===== src/rtl/lcd_ctrl_win.sv =====
// LCD window controller: serial frame load, movable cursor, WIN x WIN raster window output.
// Optional window-maximum command 7 is built only when LCD_CTRL_STAT_EN is defined.
module lcd_ctrl_win #(
    parameter int DW    = 8,
    parameter int IMG_W = 6,
    parameter int IMG_H = 6,
    parameter int WIN   = 3
) (
    input  logic          clk,
    input  logic          reset,
    input  logic [DW-1:0] datain,
    input  logic [2:0]    cmd,
    input  logic          cmd_valid,
    output logic [DW-1:0] dataout,
    output logic          output_valid,
    output logic          busy
);
    localparam int R    = WIN / 2;
    localparam int NPIX = IMG_W * IMG_H;
    localparam int CW   = $clog2(IMG_W > IMG_H ? IMG_W : IMG_H);
    localparam int AW   = $clog2(NPIX);
    localparam int WW   = $clog2(WIN + 1);
    localparam int XMAX = IMG_W - 1 - R;
    localparam int YMAX = IMG_H - 1 - R;
    localparam int CX0  = (IMG_W / 2 < R) ? R : ((IMG_W / 2 > XMAX) ? XMAX : IMG_W / 2);
    localparam int CY0  = (IMG_H / 2 < R) ? R : ((IMG_H / 2 > YMAX) ? YMAX : IMG_H / 2);
    localparam logic [CW-1:0] CX = CW'(CX0);
    localparam logic [CW-1:0] CY = CW'(CY0);

    typedef enum logic [2:0] {
        S_IDLE, S_LOAD, S_MOVE, S_OUT, S_STAT, S_STAT_OUT
    } state_t;

    state_t state, state_n;

    logic [DW-1:0] mem [NPIX];
    logic [CW-1:0] cur_x, cur_y;
    logic [WW-1:0] wr, wc;
    logic [AW-1:0] ld_cnt;
    logic [2:0]    cmd_r;
    logic [31:0]   row, col;
    logic [AW-1:0] rd_addr;
    logic [DW-1:0] rd_pix;
    logic          win_last, ld_last;
`ifdef LCD_CTRL_STAT_EN
    logic [DW-1:0] max_r;
`endif

    // Cursor is always clamped to [R, limit], so row/col never go negative.
    assign row      = 32'(cur_y) + 32'(wr) - 32'(R);
    assign col      = 32'(cur_x) + 32'(wc) - 32'(R);
    assign rd_addr  = AW'(row * 32'(IMG_W) + col);
    assign rd_pix   = mem[rd_addr];
    assign win_last = (wr == WW'(WIN - 1)) && (wc == WW'(WIN - 1));
    assign ld_last  = (ld_cnt == AW'(NPIX - 1));
    assign busy     = (state != S_IDLE);

    always_ff @(posedge clk) begin
        if (state == S_LOAD)
            mem[ld_cnt] <= datain;
    end

    always_ff @(posedge clk or posedge reset) begin
        if (reset)
            state <= S_IDLE;
        else
            state <= state_n;
    end

    always_comb begin
        state_n = state;
        case (state)
            S_IDLE: begin
                if (cmd_valid) begin
                    case (cmd)
                        3'd0:    state_n = S_OUT;
                        3'd1:    state_n = S_LOAD;
`ifdef LCD_CTRL_STAT_EN
                        3'd7:    state_n = S_STAT;
`else
                        3'd7:    state_n = S_IDLE;
`endif
                        default: state_n = S_MOVE;
                    endcase
                end
            end
            S_LOAD:     if (ld_last) state_n = S_OUT;
            S_MOVE:     state_n = S_OUT;
            S_OUT:      if (win_last) state_n = S_IDLE;
`ifdef LCD_CTRL_STAT_EN
            S_STAT:     if (win_last) state_n = S_STAT_OUT;
            S_STAT_OUT: state_n = S_IDLE;
`endif
            default:    state_n = S_IDLE;
        endcase
    end

    always_ff @(posedge clk or posedge reset) begin
        if (reset) begin
            cur_x        <= CX;
            cur_y        <= CY;
            dataout      <= '0;
            output_valid <= 1'b0;
            wr           <= '0;
            wc           <= '0;
            ld_cnt       <= '0;
            cmd_r        <= '0;
`ifdef LCD_CTRL_STAT_EN
            max_r        <= '0;
`endif
        end else begin
            output_valid <= 1'b0;
            case (state)
                S_IDLE: begin
                    wr     <= '0;
                    wc     <= '0;
                    ld_cnt <= '0;
                    if (cmd_valid) cmd_r <= cmd;
                end
                S_LOAD: begin
                    ld_cnt <= ld_cnt + 1'b1;
                    if (ld_last) begin
                        cur_x <= CX;
                        cur_y <= CY;
                    end
                end
                S_MOVE: begin
                    case (cmd_r)
                        3'd2: if (cur_x < CW'(XMAX)) cur_x <= cur_x + 1'b1;
                        3'd3: if (cur_x > CW'(R))    cur_x <= cur_x - 1'b1;
                        3'd4: if (cur_y > CW'(R))    cur_y <= cur_y - 1'b1;
                        3'd5: if (cur_y < CW'(YMAX)) cur_y <= cur_y + 1'b1;
                        3'd6: begin
                            cur_x <= CX;
                            cur_y <= CY;
                        end
                        default: ;
                    endcase
                end
                S_OUT: begin
                    dataout      <= rd_pix;
                    output_valid <= 1'b1;
                    if (wc == WW'(WIN - 1)) begin
                        wc <= '0;
                        wr <= wr + 1'b1;
                    end else begin
                        wc <= wc + 1'b1;
                    end
                end
`ifdef LCD_CTRL_STAT_EN
                S_STAT: begin
                    if ((wr == '0 && wc == '0) || rd_pix > max_r)
                        max_r <= rd_pix;
                    if (wc == WW'(WIN - 1)) begin
                        wc <= '0;
                        wr <= wr + 1'b1;
                    end else begin
                        wc <= wc + 1'b1;
                    end
                end
                S_STAT_OUT: begin
                    dataout      <= max_r;
                    output_valid <= 1'b1;
                end
`endif
                default: ;
            endcase
        end
    end

endmodule


===== config.mk =====
export PLATFORM = sky130hd
export DESIGN_NAME = lcd_ctrl_win
export DESIGN_NICKNAME = d
export VERILOG_FILES = /design/src/rtl/lcd_ctrl_win.sv
export SDC_FILE = /design/constraint.sdc
export NUM_CORES = 1
export LEC_CHECK = 0
export BUFFER_PORTS_ARGS = -buffer_cell sky130_fd_sc_hd__buf_2
export CAP_MARGIN = 20
export CORE_MARGIN = 2
export CORE_UTILIZATION = 63
export DETAILED_ROUTE_END_ITERATION = 7
export PLACE_DENSITY = 0.87
export SLEW_MARGIN = 20
export SYNTH_ARGS = -nofsm -noshare
export SYNTH_HDL_FRONTEND = slang
export SYNTH_SLANG_ARGS = --single-unit

===== constraint.sdc =====
create_clock -name clk -period 5.1 [get_ports clk]
set_input_delay 1.53 -clock clk [delete_from_list [all_inputs] [get_ports clk]]
set_output_delay 1.53 -clock clk [all_outputs]
set_load 0.05 [all_outputs]

==> metrics.md, run 1 <==
| Metric | Value |
|---|---|
| Worst path required time | 5.51 ns |
| Share of cells above drive strength 1 | 0.223 |
| Leading area contributor after synthesis | edfxtp_1 |
| DRT Wirelength | approximately 29000 um |
| Fin Clk Skew | 0.0247 ns |
| Post-CTS setup buffers | 0 |
| Worst Tran Pin Value | between 1 and 1.5 ns |
| Num CTS Buffers | 29 |
| Final WS setup | ~0.30 ns |
| Setup TNS | 0 ns |
| Setup CP Type | flip-flop to flip-flop |
| First-pass GRT wire length | around 44000 um |
| Core ar. | between 20000 and 25000 um^2 |
| Crit. Startpoint | cur_y[1] |
| Dpl ws | a little over 0.5 ns |
| Worst Path Arrival | approximately 5.2 ns |
| Synth Instances | about 730 |
| # setup viols final | 0 |
| Antenna violations before repair | 0 |
| Cell row count | 53 |
| CTS clk-pin slew, worst paths | ~0.070 ns |
| # DRC | 0 |
| Number of max-cap violations | 0 |
| Number of flops mapped to enable cells by yosys | 288 |
| Vias in the first global route | 7100 |
| Wirelength per Cell | around 27 um |
| Fin util | 0.708 |
| Gr ovfl total | 0 |
| CP max stage cell | xor2_4 |
| Hpwl dp | approximately 18000 um |
| Syn nets | 780 |
| Reg-to-Reg End | dataout[2] |
| Syn_area_per_cell | between 15 and 20 um^2 |
| Sequential cell area fraction in the yosys report | 0.694 |
| R2R depth | 14 |
| Main synth FF type | edfxtp_1 |
| Tot GR Track Use | 0.269 |
| Outcome | completed |
| Clock sinks | around 320 |
| Clk root buf | clkbuf_16 |
| Initial Util | 0.642 |
| Worst min path class | flip-flop to flip-flop |
| RSZ-0062 raised after global routing | no |
| FF+latch count, synth | 318 |
| Routed Antenna Nets | 0 |
| Ranking of synthesized cells by area | edfxtp_1 (64%), mux4_2 (11%), dfrtp_1 (4.8%) |
| GPL Wtd Cong | 0.878 |
| Die Footprint | between 20000 and 25000 um^2 |
| CTS tree | yes |
| Yosys warning total | 0 |
| DR vias | around 7000 |
| Layout area overhead | 10.3% |
| Ys async rst share | 0.0943 |
| Max Slew Vio Count | 0 |
| Crit path cell chain | inv_1 > ha_1 > inv_1 > ha_1 > fa_1 > inv_1 > fa_1 > ha_1 > xor2_4 > buf_4 > mux2i_1 > mux2i_1 > mux2i_1 > o221ai_1 |
| Die X | about 150 um |
| Unique masters post-synth | approximately 60 |
| Setup crit end | dataout[2] |
| Vias per cell | ~6.6 |
| R2r setup slk | 0.30 ns |
| Critical path peak fanout | 19 |
| Clock buffer depth | 3 |
| Final Critical Period | 4.80 ns |
| 1st-iter DRT viols | ~830 |
| Die span in y | ~150 um |
| Final #Nets | just over 800 |
| Fin crit share | 0.941 |
| Final Hold Fails | 0 |
| R2r startpoint | cur_y[1] |
| Slew headroom | 0.300 |
| Mapped Area | roughly 14000 um^2 |
| DR pass1 iterations | 5 |
| CP max stage delay | between 0.6 and 0.7 ns |
| Htree depth | 1 |
| Largest net degree at the start of global routing | approximately 50 |
| Critical Path End Type | flip-flop |
| Clock Latency Late Sink | approximately 0.56 ns |
| Fmax | between 200 and 250 MHz |
| Crit start category | flip-flop |
| N_diodes | 0 |
| I/O Pins | 24 |
| CTS hold repair buffers | 0 |
| Post-CTS sizing | 0 |
| I/O Buffers | 23 |
| Area share of the largest cell type after synthesis | 0.639 |
-- cells in the final DEF (no fill, tap or decap), drive strengths merged, types with 13 or more instances in the layout --
cell type / instances
edfxtp: 288
inv: 38
ha: 27
nand2: 25
mux4: 72
clkbuf: 31
a21oi: 13
buf: 27
dfrtp: 26
nor2: 45
mux2i: 58
o21ai: 15
-- registers in the layout (all words and copies together), names as in the netlist --
signal,flops
cur_x,3
output_valid,1
wc,2
wr,2
mem,288
state,2
cur_y,3
cmd_r,3
dataout,8
ld_cnt,6
-- cells in the mapped netlist (2+ instances only) --
cell type  count
a21o_1         3
a21oi_1       11
a21oi_2        2
buf_2         10
buf_4         10
buf_6          2
clkbuf_1       8
dfrtp_1       26
dfstp_2        4
edfxtp_1     288
fa_1           5
ha_1          27
inv_1         37
mux2_2         5
mux2i_1       58
mux4_1         6
mux4_2        66
nand2_1       24
nand2b_1       4
nand3_1        7
nand3b_1       2
nor2_1        45
nor2b_1        5
nor3_1         5
nor3b_1        2
o211ai_1       5
o21ai_0       13
o221ai_1       8
o22ai_1        2
o2bb2ai_1      2
or2_2          3
or2b_2         6
or3_1          2
xnor2_1        2
xnor3_1        2
xor2_1         3
xor2_2         2
-- per-layer routing --
layer  GRT usage  share of wire  vias up
li1            -              -     2931
met1       0.377           0.38     3575
met2       0.448           0.50      390
met3      0.0382          0.082       70
met4      0.0846          0.032        0
met5           0              0        -
-- layout make-up --
class                   count  area (um^2)
fillers                  1182         6150
inverters                  37          139
flip-flops and latches    318         9400
multi-input cells         347         3840
clock buffers              31          733
repair buffers             27          178
well taps                 275          344
clock inverters            22          297
-- worst max-delay path, delay by kind of cell (launching register included) --
kind / cells / cell delay [ns]
AOI/OAI and AO/OA: 1 / 0.17
buffers and inverters: 4 / 0.65
DFF: 1 / 0.55
adders and majority gates: 5 / 1.95
muxes: 3 / 0.69
xor gates and xnor gates: 1 / 0.63
-- worst min-delay path by stage --
stage               start  endpoint  slack [ns]  cells past startpoint
CTS                 wr[0]     wr[0]        0.48                      1
global placement    wr[0]     wr[0]        0.46                      1
floorplan           wr[0]     wr[0]        0.44                      1
detailed placement  wr[0]     wr[0]        0.47                      1
global route        wr[0]     wr[0]        0.52                      1
finish              wr[0]     wr[0]        0.48                      1
-- metrics by stage --
stage | instances | instance area (um^2) | hold slack [ns]
2_1_floorplan | 734 | 13500 | 0.439
3_3_place_gp | 1003 | 13900 | 0.457
3_5_place_dp | 1004 | 13900 | 0.473
4_1_cts | 1057 | 14900 | 0.481
5_1_grt | 1057 | 14900 | 0.519
6_report | 1057 | 14900 | 0.477
-- logic make-up (layout without fill, tap and decap cells) --
family | Yosys count | in the layout | share of synthesized area
compound gates | 58 | 58 | 0.0299
xor+xnor | 10 | 10 | 0.0102
fa+ha+maj | 32 | 32 | 0.0323
buf+inv | 69 | 117 | 0.0240
flops | 318 | 318 | 0.694
mux | 135 | 135 | 0.168
simple gates | 112 | 112 | 0.0407
Power of run 1 is left out: the tool's default activity adds up to more than one toggle a clock period on the data nets, which glitch-free logic cannot reach.
==> run 2: changes to the inputs <==
- CORE_UTILIZATION: 63 -> 45
- PLACE_DENSITY: 0.87 -> 0.67
==> run 2 against run 1 <==
  * First-iteration DRC count shrank 26%
  * Global-route usage shrank 8.5 points
  * Die area grew 39%
  * Critical path depth is the same
  * Non-clock buffer count is the same
  * Fmax grew 14%
  * Via count shrank 3.7%
  * Register-to-register slack gained 0.60 ns
  * Sequential share of layout area shrank 0.29 points
  * Core utilization shrank 20 points
  * Routed wire length shrank 3.6%
==> metrics.md, run 2 (synthesis gave the netlist of run 1 again) <==
| Metric | Value |
|---|---|
| Clock Latency Late Sink | 0.56 ns (about the same) |
| # DRC | 0 (unchanged) |
| CTS tree | yes (unchanged) |
| Outcome | completed (unchanged) |
| Fin util | 0.506 (was 0.708) |
| First-pass GRT wire length | 42700 um (was 44000 um) |
| CTS clk-pin slew, worst paths | 0.07 ns (about the same) |
| Routed Antenna Nets | 0 (unchanged) |
| Final Hold Fails | 0 (unchanged) |
| Number of max-cap violations | 0 (unchanged) |
| Worst Path Arrival | 4.63 ns (was 5.21 ns) |
| Critical path peak fanout | 32 (was 19) |
| Initial Util | 0.457 (was 0.642) |
| DR vias | 6705 (was 6966) |
| Vias in the first global route | 6879 (was 7100) |
| Clk root buf | clkbuf_16 (unchanged) |
| Slew headroom | 0.330 (was 0.300) |
| Biggest register | mem (unchanged) |
| RSZ-0062 raised after global routing | no (unchanged) |
| Worst path required time | 5.53 ns (was 5.51 ns) |
| Cell row count | 63 (was 53) |
| Share of cells above drive strength 1 | 0.222 (was 0.223) |
| Top Registers | mem (288), dataout (8), ld_cnt (6) (unchanged) |
| Layout area overhead | 10.8% (was 10.3%) |
| Num CTS Buffers | 31 (was 29) |
| Gr ovfl total | 0 (unchanged) |
| Worst min path class | flip-flop to flip-flop (unchanged) |
| Hpwl dp | 18400 um (was 17700 um) |
| I/O Pins | 24 (unchanged) |
| Max Slew Vio Count | 0 (unchanged) |
| DR pass1 iterations | 5 (unchanged) |
| Vias per cell | 5.70 (was 6.59) |
| # setup viols final | 0 (unchanged) |
| Die span in y | 177 um (was 151 um) |
| Crit start category | flip-flop (unchanged) |
| Max reg flops | 288 (unchanged) |
| Setup CP Type | flip-flop to flip-flop (unchanged) |
| DRT Wirelength | 28000 um (was 29000 um) |
| Wirelength per Cell | 23.8 um (was 27.5 um) |
| 1st-iter DRT viols | 610 (was 825) |
| Most common cell after layout, fill and taps aside | edfxtp_1 (unchanged) |
| Post-CTS sizing | 0 (unchanged) |
| Fin Clk Skew | 0.0115 ns (was 0.0247 ns) |
| N_diodes | 0 (unchanged) |
| GPL Wtd Cong | 0.852 (was 0.878) |
| I/O Buffers | 23 (unchanged) |
| Worst Tran Pin Value | 1.00 ns (was 1.05 ns) |
| R2r startpoint | cur_y[1] (unchanged) |
| Final #Nets | 808 (was 806) |
| Filler instances | 2423 (was 1182) |
| R2R depth | 14 (unchanged) |
| R2r setup slk | 0.90 ns (was 0.30 ns) |
| Most frequent cells in the layout | edfxtp_1 (288), mux4_2 (66), mux2i_1 (58) (unchanged) |
| Post-CTS setup buffers | 0 (unchanged) |
| Clock sinks | 318 (unchanged) |
| Die X | 177 um (was 151 um) |
| Clock buffer depth | 3 (unchanged) |
| Setup TNS | 0 ns (unchanged) |
| Critical Path End Type | flip-flop (unchanged) |
| Final Critical Period | 4.20 ns (was 4.80 ns) |
| Htree depth | 1 (unchanged) |
| Antenna violations before repair | 0 (unchanged) |
| Core ar. | 29600 um^2 (was 21100 um^2) |
| Largest net degree at the start of global routing | 73 (was 49) |
| Die Footprint | 31500 um^2 (was 22700 um^2) |
| Fmax | 238 MHz (was 208 MHz) |
| Fin crit share | 0.824 (was 0.941) |
| Setup crit end | dataout[3] (was dataout[2]) |
| CTS hold repair buffers | 0 (unchanged) |
| Reg-to-Reg End | dataout[3] (was dataout[2]) |
| Tot GR Track Use | 0.184 (was 0.269) |
| Crit. Startpoint | cur_y[1] (unchanged) |
-- run 2: cell types whose count changed in the layout (fill, tap and decap cells not counted), sizes merged --
| cell | previous run | this run |
|---|---|---|
| clkinv | 10 | 17 |
| bufinv | 7 | 2 |
| clkbuf | 31 | 36 |
| clkinvlp | 4 | 2 |
-- run 2: area by class of cell --
cell class | count | area, um^2 | share of cell area
Timing Repair Buffer | 27 | 170 | 0.0113
Clock inverter | 22 | 169 | 0.0113
Multi-Input combinational cell | 347 | 3840 | 0.256
Sequential cell | 318 | 9400 | 0.627
Clock buffer | 36 | 795 | 0.0530
Tap cell | 390 | 488 | 0.0325
Inverter | 37 | 139 | 0.00926
-- run 2: how the worst min path moves through the flow --
stage | from | cells past startpoint | end | slack [ns]
after floorplan | wr[0] | 1 | wr[0] | 0.44
after global placement | wr[0] | 1 | wr[0] | 0.46
after detailed placement | wr[0] | 1 | wr[0] | 0.48
after CTS | wr[0] | 1 | wr[0] | 0.49
after global routing | wr[0] | 1 | wr[0] | 0.52
final | wr[0] | 1 | wr[0] | 0.49
-- run 2: worst max-delay path, cell delays in order, from the launching register on --
cell,delay [ns]
dfstp_2,0.55
inv_1,0.09
ha_1,0.30
inv_1,0.05
ha_1,0.23
fa_1,0.49
inv_1,0.08
fa_1,0.47
ha_1,0.41
xor2_4,0.18
buf_4,0.45
mux2i_1,0.29
mux2i_1,0.14
mux2i_1,0.20
o221ai_1,0.12
-- run 2: per-stage QoR --
| stage | hold slack [ns] | area, um^2 | setup slack (ns) | std cells |
|---|---|---|---|---|
| after floorplan | 0.439 | 13500 | 1.42 | 734 |
| after global placement | 0.459 | 14000 | 1.12 | 1119 |
| after detailed placement | 0.481 | 14000 | 0.891 | 1119 |
| after CTS | 0.489 | 15000 | 0.887 | 1177 |
| after global routing | 0.523 | 15000 | 0.705 | 1177 |
| final | 0.495 | 15000 | 0.898 | 1177 |
-- run 2: layer usage --
metal	global-route usage	vias to the layer above	part of all wire
met2	0.297	207	0.48
li1	-	2948	-
met3	0.0291	61	0.055
met4	0.0659	0	0.037
met5	0	-	0
met1	0.254	3489	0.42
Power of run 2 is left out for the same reason.
